[src/rtl/alu_bist.sv]
// ---------------------------------------------------------------------------
// alu_bist -- built-in self-test initiator for the 64-bit ALU.
//
// Drives pseudo-random operand pairs (two free-running Galois LFSRs) through
// every supported ALU opcode, compresses each response into a 64-bit MISR
// and compares the final signature against GOLDEN_SIG.
//
// Ports
//   clk          in   system clock, rising edge
//   reset        in   synchronous, active-high reset
//   start        in   begin a run; only looked at in IDLE or DONE
//   a, b         out  registered ALU operands
//   alu_control  out  registered ALU opcode
//   ALUresult    in   ALU result (combinational from a/b/alu_control)
//   zero         in   ALU zero flag
//   busy         out  run in progress; datapath mux select
//   done         out  run complete; level, held until next start or reset
//   pass         out  valid while done=1; signature matched GOLDEN_SIG
//   signature    out  current MISR value
//
// Handshake: start is a level sampled on the rising edge while the engine
// is IDLE or DONE; it is ignored while busy=1. busy and done are mutually
// exclusive levels; pass is meaningful only while done=1. The ALU consumer
// must gate on busy, because a/b/alu_control keep their last values in
// IDLE and DONE.
//
// Each vector takes two cycles: DRIVE loads the operands, SAMPLE folds the
// ALU response (computed from the operands held since the previous edge)
// into the MISR. The FSM state is held in state_q.
// ---------------------------------------------------------------------------
module alu_bist #(
  parameter int          WIDTH        = 64,
  parameter int          NUM_PATTERNS = 16,
  parameter logic [63:0] SEED_A       = 64'h0000_0000_0000_0001,
  parameter logic [63:0] SEED_B       = 64'h0000_0000_0000_0002,
  parameter logic [63:0] GOLDEN_SIG   = 64'h0
) (
  input  logic             clk,
  input  logic             reset,
  input  logic             start,
  output logic [WIDTH-1:0] a,
  output logic [WIDTH-1:0] b,
  output logic [3:0]       alu_control,
  input  logic [WIDTH-1:0] ALUresult,
  input  logic             zero,
  output logic             busy,
  output logic             done,
  output logic             pass,
  output logic [WIDTH-1:0] signature
);

  typedef enum logic [1:0] {
    S_IDLE   = 2'd0,
    S_DRIVE  = 2'd1,
    S_SAMPLE = 2'd2,
    S_DONE   = 2'd3
  } state_t;

  // Feedback taps shared by both LFSRs and the MISR.
  localparam logic [63:0] POLY = 64'h1B;

  // An all-zero seed would lock the LFSR at zero forever.
  localparam logic [63:0] SEED_A_EFF = (SEED_A == 64'h0) ? 64'h1 : SEED_A;
  localparam logic [63:0] SEED_B_EFF = (SEED_B == 64'h0) ? 64'h1 : SEED_B;

  localparam logic [15:0] LAST_PAT = 16'(NUM_PATTERNS - 1);
  localparam logic [3:0]  LAST_OP  = 4'd9;

  function automatic logic [63:0] lfsr_step(input logic [63:0] q);
    lfsr_step = {q[62:0], 1'b0} ^ (q[63] ? POLY : 64'h0);
  endfunction

  function automatic logic [3:0] opcode(input logic [3:0] idx);
    case (idx)
      4'd0:    opcode = 4'b0000; // AND
      4'd1:    opcode = 4'b0001; // OR
      4'd2:    opcode = 4'b0010; // ADD
      4'd3:    opcode = 4'b0110; // SUB
      4'd4:    opcode = 4'b0111; // SLT
      4'd5:    opcode = 4'b1000; // XOR
      4'd6:    opcode = 4'b1001; // SLL
      4'd7:    opcode = 4'b1010; // SRL
      4'd8:    opcode = 4'b1011; // SRA
      4'd9:    opcode = 4'b1100; // SLTU
      default: opcode = 4'b0000;
    endcase
  endfunction

  state_t      state_q, state_d;
  logic [3:0]  op_idx_q, op_idx_d;
  logic [15:0] pat_cnt_q, pat_cnt_d;
  logic [63:0] lfsr_a_q, lfsr_a_d;
  logic [63:0] lfsr_b_q, lfsr_b_d;
  logic [63:0] a_q, a_d;
  logic [63:0] b_q, b_d;
  logic [3:0]  ctl_q, ctl_d;
  logic [63:0] sig_q, sig_d;
  logic        busy_q, busy_d;
  logic        done_q, done_d;
  logic        pass_q, pass_d;

  logic [63:0] sig_next;
  logic [63:0] lfsr_a_next;
  logic [63:0] lfsr_b_next;
  logic        last_vec;

  assign sig_next = {sig_q[62:0], 1'b0} ^ (sig_q[63] ? POLY : 64'h0)
                  ^ ALUresult ^ {63'b0, zero};
  assign lfsr_a_next = lfsr_step(lfsr_a_q);
  assign lfsr_b_next = lfsr_step(lfsr_b_q);
  assign last_vec    = (op_idx_q == LAST_OP) && (pat_cnt_q == LAST_PAT);

  always_comb begin
    state_d   = state_q;
    op_idx_d  = op_idx_q;
    pat_cnt_d = pat_cnt_q;
    lfsr_a_d  = lfsr_a_q;
    lfsr_b_d  = lfsr_b_q;
    a_d       = a_q;
    b_d       = b_q;
    ctl_d     = ctl_q;
    sig_d     = sig_q;
    busy_d    = busy_q;
    done_d    = done_q;
    pass_d    = pass_q;

    case (state_q)
      S_IDLE, S_DONE: begin
        if (start) begin
          // The first vector is the seed pair itself.
          lfsr_a_d  = SEED_A_EFF;
          lfsr_b_d  = SEED_B_EFF;
          a_d       = SEED_A_EFF;
          b_d       = SEED_B_EFF;
          op_idx_d  = 4'd0;
          pat_cnt_d = 16'd0;
          ctl_d     = opcode(4'd0);
          sig_d     = 64'h0;
          busy_d    = 1'b1;
          done_d    = 1'b0;
          pass_d    = 1'b0;
          state_d   = S_SAMPLE;
        end
      end

      S_SAMPLE: begin
        sig_d = sig_next;
        if (last_vec) begin
          busy_d  = 1'b0;
          done_d  = 1'b1;
          pass_d  = (sig_next == GOLDEN_SIG);
          state_d = S_DONE;
        end else begin
          state_d = S_DRIVE;
        end
      end

      S_DRIVE: begin
        // LFSRs run continuously across opcodes; no reseed at the wrap.
        lfsr_a_d = lfsr_a_next;
        lfsr_b_d = lfsr_b_next;
        a_d      = lfsr_a_next;
        b_d      = lfsr_b_next;
        if (pat_cnt_q == LAST_PAT) begin
          pat_cnt_d = 16'd0;
          op_idx_d  = op_idx_q + 4'd1;
        end else begin
          pat_cnt_d = pat_cnt_q + 16'd1;
        end
        ctl_d   = opcode(op_idx_d);
        state_d = S_SAMPLE;
      end

      default: state_d = S_IDLE;
    endcase
  end

  always_ff @(posedge clk) begin
    if (reset) begin
      state_q   <= S_IDLE;
      op_idx_q  <= 4'd0;
      pat_cnt_q <= 16'd0;
      lfsr_a_q  <= SEED_A_EFF;
      lfsr_b_q  <= SEED_B_EFF;
      a_q       <= 64'h0;
      b_q       <= 64'h0;
      ctl_q     <= 4'd0;
      sig_q     <= 64'h0;
      busy_q    <= 1'b0;
      done_q    <= 1'b0;
      pass_q    <= 1'b0;
    end else begin
      state_q   <= state_d;
      op_idx_q  <= op_idx_d;
      pat_cnt_q <= pat_cnt_d;
      lfsr_a_q  <= lfsr_a_d;
      lfsr_b_q  <= lfsr_b_d;
      a_q       <= a_d;
      b_q       <= b_d;
      ctl_q     <= ctl_d;
      sig_q     <= sig_d;
      busy_q    <= busy_d;
      done_q    <= done_d;
      pass_q    <= pass_d;
    end
  end

  assign a           = a_q;
  assign b           = b_q;
  assign alu_control = ctl_q;
  assign signature   = sig_q;
  assign busy        = busy_q;
  assign done        = done_q;
  assign pass        = pass_q;

endmodule

[config.mk]
export PLATFORM = sky130hd
export DESIGN_NAME = alu_bist
export DESIGN_NICKNAME = d
export VERILOG_FILES = /design/src/rtl/alu_bist.sv
export SDC_FILE = /design/constraint.sdc
export NUM_CORES = 1
export LEC_CHECK = 0
export BUFFER_PORTS_ARGS = -buffer_cell sky130_fd_sc_hd__buf_2
export CAP_MARGIN = 10
export CORE_UTILIZATION = 36
export CTS_CLUSTER_DIAMETER = 60
export DETAILED_ROUTE_END_ITERATION = 10
export GPL_TIMING_DRIVEN = 0
export HOLD_SLACK_MARGIN = 0.02
export PLACE_DENSITY = 0.65
export REMOVE_ABC_BUFFERS = 1
export SLEW_MARGIN = 20
export SYNTH_ARGS = -nofsm -noshare
export SYNTH_HDL_FRONTEND = slang
export SYNTH_SLANG_ARGS = --single-unit
[constraint.sdc]
create_clock -name clk -period 2.8 [get_ports clk]
set_input_delay 0.56 -clock clk [delete_from_list [all_inputs] [get_ports clk]]
set_output_delay 0.56 -clock clk [all_outputs]
set_load 0.05 [all_outputs]
==> flow_summary_export.csv, run 1 <==
group,metric,value,unit
worst_setup_path,cp_top_family,"simple AND/OR/NAND/NOR gates",
timing,rsz0062_at_grt,"false",
cts,h-tree-depth,1,
timing,fin_crit,2.52,ns
worst_setup_path,rr_startpoint,"pat_cnt_q[0]$_SDFFE_PP0P_",
floorplan,io_pins,267,
worst_hold_path,hp-start,"ALUresult[35]",
outcome,outcome,"finished, final reports clean",
worst_setup_path,reg2reg_to,"alu_control[2]$_SDFFE_PP0P_",
timing,max_slew_margin,0.454,
routing,drc,0,
global_route,grt_util_all_layers,0.173,
pwr,ir_worst_vdd,0.378,mV
cts,numCtsBuffers,26,
place,place_inst,1525,
worst_setup_path,path_cells,"ha_1 -> and3_1 -> and4_2 -> nor2_1 -> a21oi_1 -> ha_1 -> inv_1 -> mux2_2 -> mux2i_1 -> nand4_1 -> o211ai_1",
worst_setup_path,path_max_fanout,16,
worst_setup_path,cp-end-kind,"flop",
final_layout,layout_common_cells,"buf_2 (265), dfxtp_1 (223), nor2_1 (219)",
worst_setup_path,reg2reg_depth,11,
cts,worstSkewPairLatency,0.53,ns
synthesis,postSynthCellCount,1113,
timing,skew,0.0198,ns
synthesis,synthArstFlopShare,0,
cts,holdBufCountCts,0,
floorplan,start_util,0.368,
global_route,grt_pass1_wl,40000,µm
final_layout,n_antenna_cell,0,
final_layout,syn2layout_area_growth,17.5,%
synthesis,synth_edf_count,0,
worst_setup_path,critPathRequiredTime,3.25,ns
timing,max_freq,397,MHz
worst_setup_path,crit_buf_inv,1,
place,finalWeightedCongestion,0.804,
synthesis,yosys_warnings,0,
final_layout,ff_latch_area,4460,µm²
floorplan,coreArea,27000,µm²
worst_setup_path,worst-setup-path-type,"reg2reg",
synthesis,synth_area,9960,µm²
worst_setup_path,critical_path_arrival,2.97,ns
final_layout,multiInputGateArea,4220,µm²
final_layout,drive_gt1_frac,0.278,
worst_hold_path,min_to,"signature[35]$_SDFFE_PP0P_",
timing,hold_viol_final,0,
synthesis,synth_top_cell_by_area,"dfxtp_1",
routing,wl_per_cell,16.2,µm
place,port_buffers,266,
worst_hold_path,holdPathStages,4,
final_layout,fillers,2610,
timing,timing.final.crit_share,0.899,
synthesis,synth_ff_type,"dfxtp_1",
cts,clk_pin_slew,0.06,ns
floorplan,die_area,28300,µm²
final_layout,final_cells,1577,
worst_setup_path,cp_slowest_cell,"and4_2",
global_route,overflow,0,
floorplan,die_w,168,µm
global_route,grt_pass1_vias,7514,
timing,slew_violations,0,
routing,vias,8139,
floorplan,rows,60,
global_route,grt_max_degree,110,
routing,drt_iter0_markers,654,
synthesis,synth_area_leaders,"dfxtp_1 (45%), a22oi_1 (14%), buf_4 (9.4%)",
cts,cts_tree,"built",
synthesis,synth_top_area_frac,0.448,
cts,clockRootBuffer,"clkbuf_16",
pwr,power_density,702,nW/µm²
timing,worst_slew_pin_slew,0.802,ns
worst_setup_path,max_stage_delay,0.47,ns
global_route,antenna_found_initial,0,
synthesis,syn_avg_cell_area,8.95,µm²
worst_setup_path,crit_path_frequent_cell,"ha_1",
routing,vias_per_cell,5.16,
routing,dr.pass1.iters,6,
final_layout,final_nets,1290,
worst_setup_path,cp.depth,11,
synthesis,ys_seq_elements,223,
final_layout,final_common_cell,"buf_2",
timing,finalSetupViolCount,0,
run,maxCapViolCount,0,
place,post-dp-hpwl,17600,µm
worst_setup_path,start_kind,"flop",
floorplan,die-height,168,µm
timing,hold_slack,0.418,ns
pwr,power_leakage,0.00511,µW
worst_setup_path,reg2reg_slack,0.28,ns
synthesis,seq_area_frac_synth,0.448,
synthesis,synthDistinctLibCells,52,
worst_hold_path,hold_path.class,"in2reg",
cts,cts_buffer_depth,3,
routing,drtAntennaViolNets,0,
cts,clock_sinks,223,
routing,routed_wl,25600,µm
[stage by stage]
step | cell area [µm²] | util | setup slack [ns] | total power [µW] | TNS, ns
floorplan | 8690 | - | -4.87 | 4230 | -648.53
global placement | 10400 | 0.387 | -9.34 | 4630 | -1286.76
detailed placement | 10800 | 0.399 | 0.0314 | 4800 | 0
CTS | 11700 | 0.432 | 0.0102 | 8300 | 0
global route | 11700 | 0.433 | 0.0604 | 8550 | 0
finish | 11700 | 0.433 | 0.284 | 8220 | 0
[Yosys cell counts, types with 2 or more instances]
library cell	count
and4_1	2
or3_1	3
nand4_1	13
o21ai_0	13
nor3b_1	3
nor3_1	8
a32o_1	2
dfxtp_1	223
nand3b_1	2
nor4_2	3
o221ai_1	2
a211oi_1	2
nand3_1	10
a211o_1	2
inv_1	11
and3_1	3
nand2_1	21
nor2_1	219
nor2_2	4
xnor2_1	15
and2_1	2
nor4_1	20
buf_4	124
a22oi_1	191
ha_1	6
clkbuf_1	56
nand2b_1	3
buf_1	13
xor2_1	74
o211ai_1	3
o22ai_1	3
a31oi_1	4
nand4b_1	2
buf_2	15
o21a_1	2
mux2i_1	5
a21oi_1	14
[routing by layer]
layer | vias to the layer above | GRT usage | share of wire | wire (µm)
li1 | 3983 | - | - | -
met1 | 3796 | 0.215 | 0.43 | 11100
met2 | 321 | 0.277 | 0.45 | 11400
met3 | 37 | 0.0595 | 0.092 | 2340
met4 | 2 | 0.0577 | 0.030 | 771
met5 | - | 0 | 0.00023 | 6
[what timing repair did]
item	4_1_cts	5_1_grt
resized for setup	0	2
endpoints found under the setup margin	0	13
buffers inserted	0	4
[worst max path at each step]
stage	startpoint	endpoint	slack, ns
global route	pat_cnt_q[1]$_SDFFE_PP0P_	alu_control[2]$_SDFFE_PP0P_	0.06
finish	pat_cnt_q[0]$_SDFFE_PP0P_	alu_control[2]$_SDFFE_PP0P_	0.28
floorplan	state_q[0]$_SDFFE_PP0P_	pat_cnt_q[11]$_SDFFE_PP0P_	-4.87
global placement	state_q[0]$_SDFFE_PP0P_	pat_cnt_q[0]$_SDFFE_PP0P_	-9.34
CTS	pat_cnt_q[0]$_SDFFE_PP0P_	alu_control[2]$_SDFFE_PP0P_	0.01
detailed placement	pat_cnt_q[0]$_SDFFE_PP0P_	alu_control[2]$_SDFFE_PP0P_	0.03
[cells by family after synthesis]
family | share of synthesized area
buffers and inverters | 0.132
adder cells (fa/ha/maj) | 0.00754
XOR/XNOR | 0.0783
flip-flops | 0.448
AO/OA/AOI/OAI | 0.181
multiplexers | 0.00616
AND/OR/NAND/NOR | 0.147
[power breakdown]
part / internal, µW / switching, µW / total [µW]
clock: 2120 / 1360 / 3480
combinational: 426 / 949 / 1380
sequential: 3270 / 92.9 / 3360
total: 5820 / 2400 / 8220
[worst min-delay path: stages]
cell	delay, ns
buf_2	0.08
xor2_1	0.07
a22oi_1	0.13
nor2_1	0.05
[final cells by class]
type | count | share of cell area
sequential | 223 | 0.382
multi-input combinational | 670 | 0.360
tap | 341 | 0.0365
timing repair buffer | 283 | 0.142
inverter | 12 | 0.00385
clock inverter | 9 | 0.00952
clock buffer | 39 | 0.0667
[sequential cells by signal, summed over array words and instances (netlist names)]
| register | flops |
|---|---|
| busy | 1 |
| b | 1 |
| signature | 64 |
| alu_control | 4 |
| state_q | 2 |
| a | 1 |
| lfsr_b_q | 64 |
| lfsr_a_q | 64 |
| op_idx_q | 4 |
| done | 1 |
| pat_cnt_q | 16 |
| pass | 1 |
Note: power is estimated with default switching activity, not from simulation.
==> run 2: changes to the inputs <==
GPL_ROUTABILITY_DRIVEN = 0   (was not set)
MAX_ROUTING_LAYER = met4   (was not set)
clock period = 3.05 ns   (was 2.8 ns; I/O delays follow)
==> run 2 against run 1 <==
  * Clock skew up 0.00076 ns
  * Non-clock buffer count down 1
  * Combinational power down 9%
  * Cell area down 0.11%
  * Register-to-register slack better by 0.04 ns
  * Hold slack better by 0.048 ns
  * First-iteration DRC count up 3.1%
  * Die area unchanged
  * Global-route usage up 0.52 points
  * Sequential power down 8.0%
  * Count of clock-buffer cells in the layout unchanged
==> flow_summary_export.csv, run 2 (synthesis results as in run 1) <==
group,metric,value,unit
outcome,outcome,"finished, final reports clean",
cts,clock_sinks,223,
global_route,overflow,0,
worst_setup_path,worst-setup-path-type,"reg2reg",
timing,finalSetupViolCount,0,
floorplan,coreArea,27000,µm²
global_route,grt_pass1_wl,40000,µm
timing,slew_violations,0,
worst_setup_path,critical_path_arrival,3.18,ns
routing,vias_per_cell,5.19,
timing,max_slew_margin,0.437,
run,maxCapViolCount,0,
timing,worst_slew_pin_slew,0.839,ns
global_route,grt_max_degree,110,
floorplan,die_w,168,µm
floorplan,die_area,28300,µm²
floorplan,die-height,168,µm
cts,clk_pin_slew,0.06,ns
timing,max_freq,367,MHz
place,post-dp-hpwl,17600,µm
worst_setup_path,path_max_fanout,16,
cts,cts-resized-gates,0,
global_route,grt_util_all_layers,0.178,
cts,holdBufCountCts,0,
routing,vias,8181,
global_route,grt_pass1_vias,7525,
routing,drt_iter0_markers,674,
worst_setup_path,start_kind,"flop",
final_layout,layout_common_cells,"buf_2 (265), dfxtp_1 (223), nor2_1 (219)",
routing,dr.pass1.iters,5,
routing,wl_met3,2170,µm
floorplan,rows,60,
cts,cts_buffer_depth,3,
routing,wl_met2,11600,µm
cts,numCtsBuffers,26,
pwr,power_leakage,0.00510,µW
routing,drtAntennaViolNets,0,
cts,worstSkewPairLatency,0.53,ns
final_layout,drive_gt1_frac,0.275,
routing,drc,0,
routing,wl_met1,11100,µm
worst_setup_path,crit_start,"pat_cnt_q[0]$_SDFFE_PP0P_",
floorplan,io_pins,267,
timing,fin_crit,2.72,ns
routing,highest_layer,"met4",
routing,wl_per_cell,16.3,µm
final_layout,final_nets,1289,
final_layout,fillers,2610,
timing,hold_viol_final,0,
final_layout,final_common_cell,"buf_2",
worst_hold_path,hp-start,"alu_control[0]$_SDFFE_PP0P_",
cts,clockRootBuffer,"clkbuf_16",
final_layout,syn2layout_area_growth,17.4,%
worst_setup_path,critPathRequiredTime,3.50,ns
worst_setup_path,rr_startpoint,"pat_cnt_q[0]$_SDFFE_PP0P_",
pwr,power_density,645,nW/µm²
pwr,ir_worst_vdd,0.346,mV
timing,skew,0.0206,ns
final_layout,final_core_util,0.433,
floorplan,start_util,0.368,
worst_hold_path,hold_path.class,"reg2reg",
global_route,antenna_found_initial,0,
place,post-place-ws,0.281,ns
timing,timing.final.crit_share,0.893,
routing,routed_wl,25600,µm
cts,cts_tree,"built",
place,port_buffers,266,
worst_setup_path,cp-end-kind,"flop",
cts,h-tree-depth,1,
final_layout,n_antenna_cell,0,
timing,rsz0062_at_grt,"false",
timing,setup_ws,0.327,ns
-- run 2: changes by cell type in the layout (fill, tap and decap cells not counted) --
| cell | change |
|---|---|
| o21ai_1 | +1 |
| buf_4 | -1 |
| o21ai_2 | -1 |
| and4_1 | +1 |
| and4_2 | -1 |
-- run 2: path summary, 6_finish.rpt --
path	to	slack, ns	cells past startpoint
worst max-delay path	alu_control[2]$_SDFFE_PP0P_	0.33	11
worst max register to register	alu_control[2]$_SDFFE_PP0P_	0.33	11
worst min-delay path	alu_control[0]$_SDFFE_PP0P_	0.47	2
worst min register to register	alu_control[0]$_SDFFE_PP0P_	0.47	2
-- run 2: worst max-delay path: stages, from the launching register on --
cell	delay, ns
dfxtp_1	0.41
ha_1	0.24
and3_1	0.19
and4_1	0.63
nor2_1	0.16
a21oi_1	0.17
ha_1	0.19
inv_1	0.04
mux2_2	0.25
mux2i_1	0.14
nand4_1	0.11
o211ai_1	0.11
-- run 2: per-layer routing --
layer,vias to the layer above,track usage
met5,-,-
met4,0,0.0577
met3,36,0.0503
met2,313,0.278
met1,3853,0.220
li1,3979,-
-- run 2: repair_timing --
item,4_1_cts,5_1_grt
setup buffers,0,3
endpoints found under the hold margin,0,0
endpoints found under the setup margin,0,1
-- run 2: layout make-up --
type	count	area (µm²)	area share
Clock buffer	39	781	0.0668
Clock inverter	9	111	0.00953
Inverter	12	45.0	0.00385
Multi-Input combinational cell	670	4210	0.360
Sequential cell	223	4460	0.382
Tap cell	341	427	0.0365
Timing Repair Buffer	282	1650	0.141
-- run 2: per-stage QoR --
stage                     TNS [ns]  power, µW  hold WS [ns]  cell area (µm²)  std cells
after floorplan            -595.28       3880         0.466             8690        905
after global placement    -1231.54       4250         0.457            10400       1512
after detailed placement         0       4410         0.455            10800       1525
after CTS                        0       7620         0.445            11700       1573
after global routing             0       7850         0.470            11700       1576
final                            0       7540         0.466            11700       1576
-- run 2: where the power goes --
part           switching, µW  internal, µW  total, µW
clock                   1240          1950       3190
combinational            870           391       1260
sequential              85.6          3000       3090
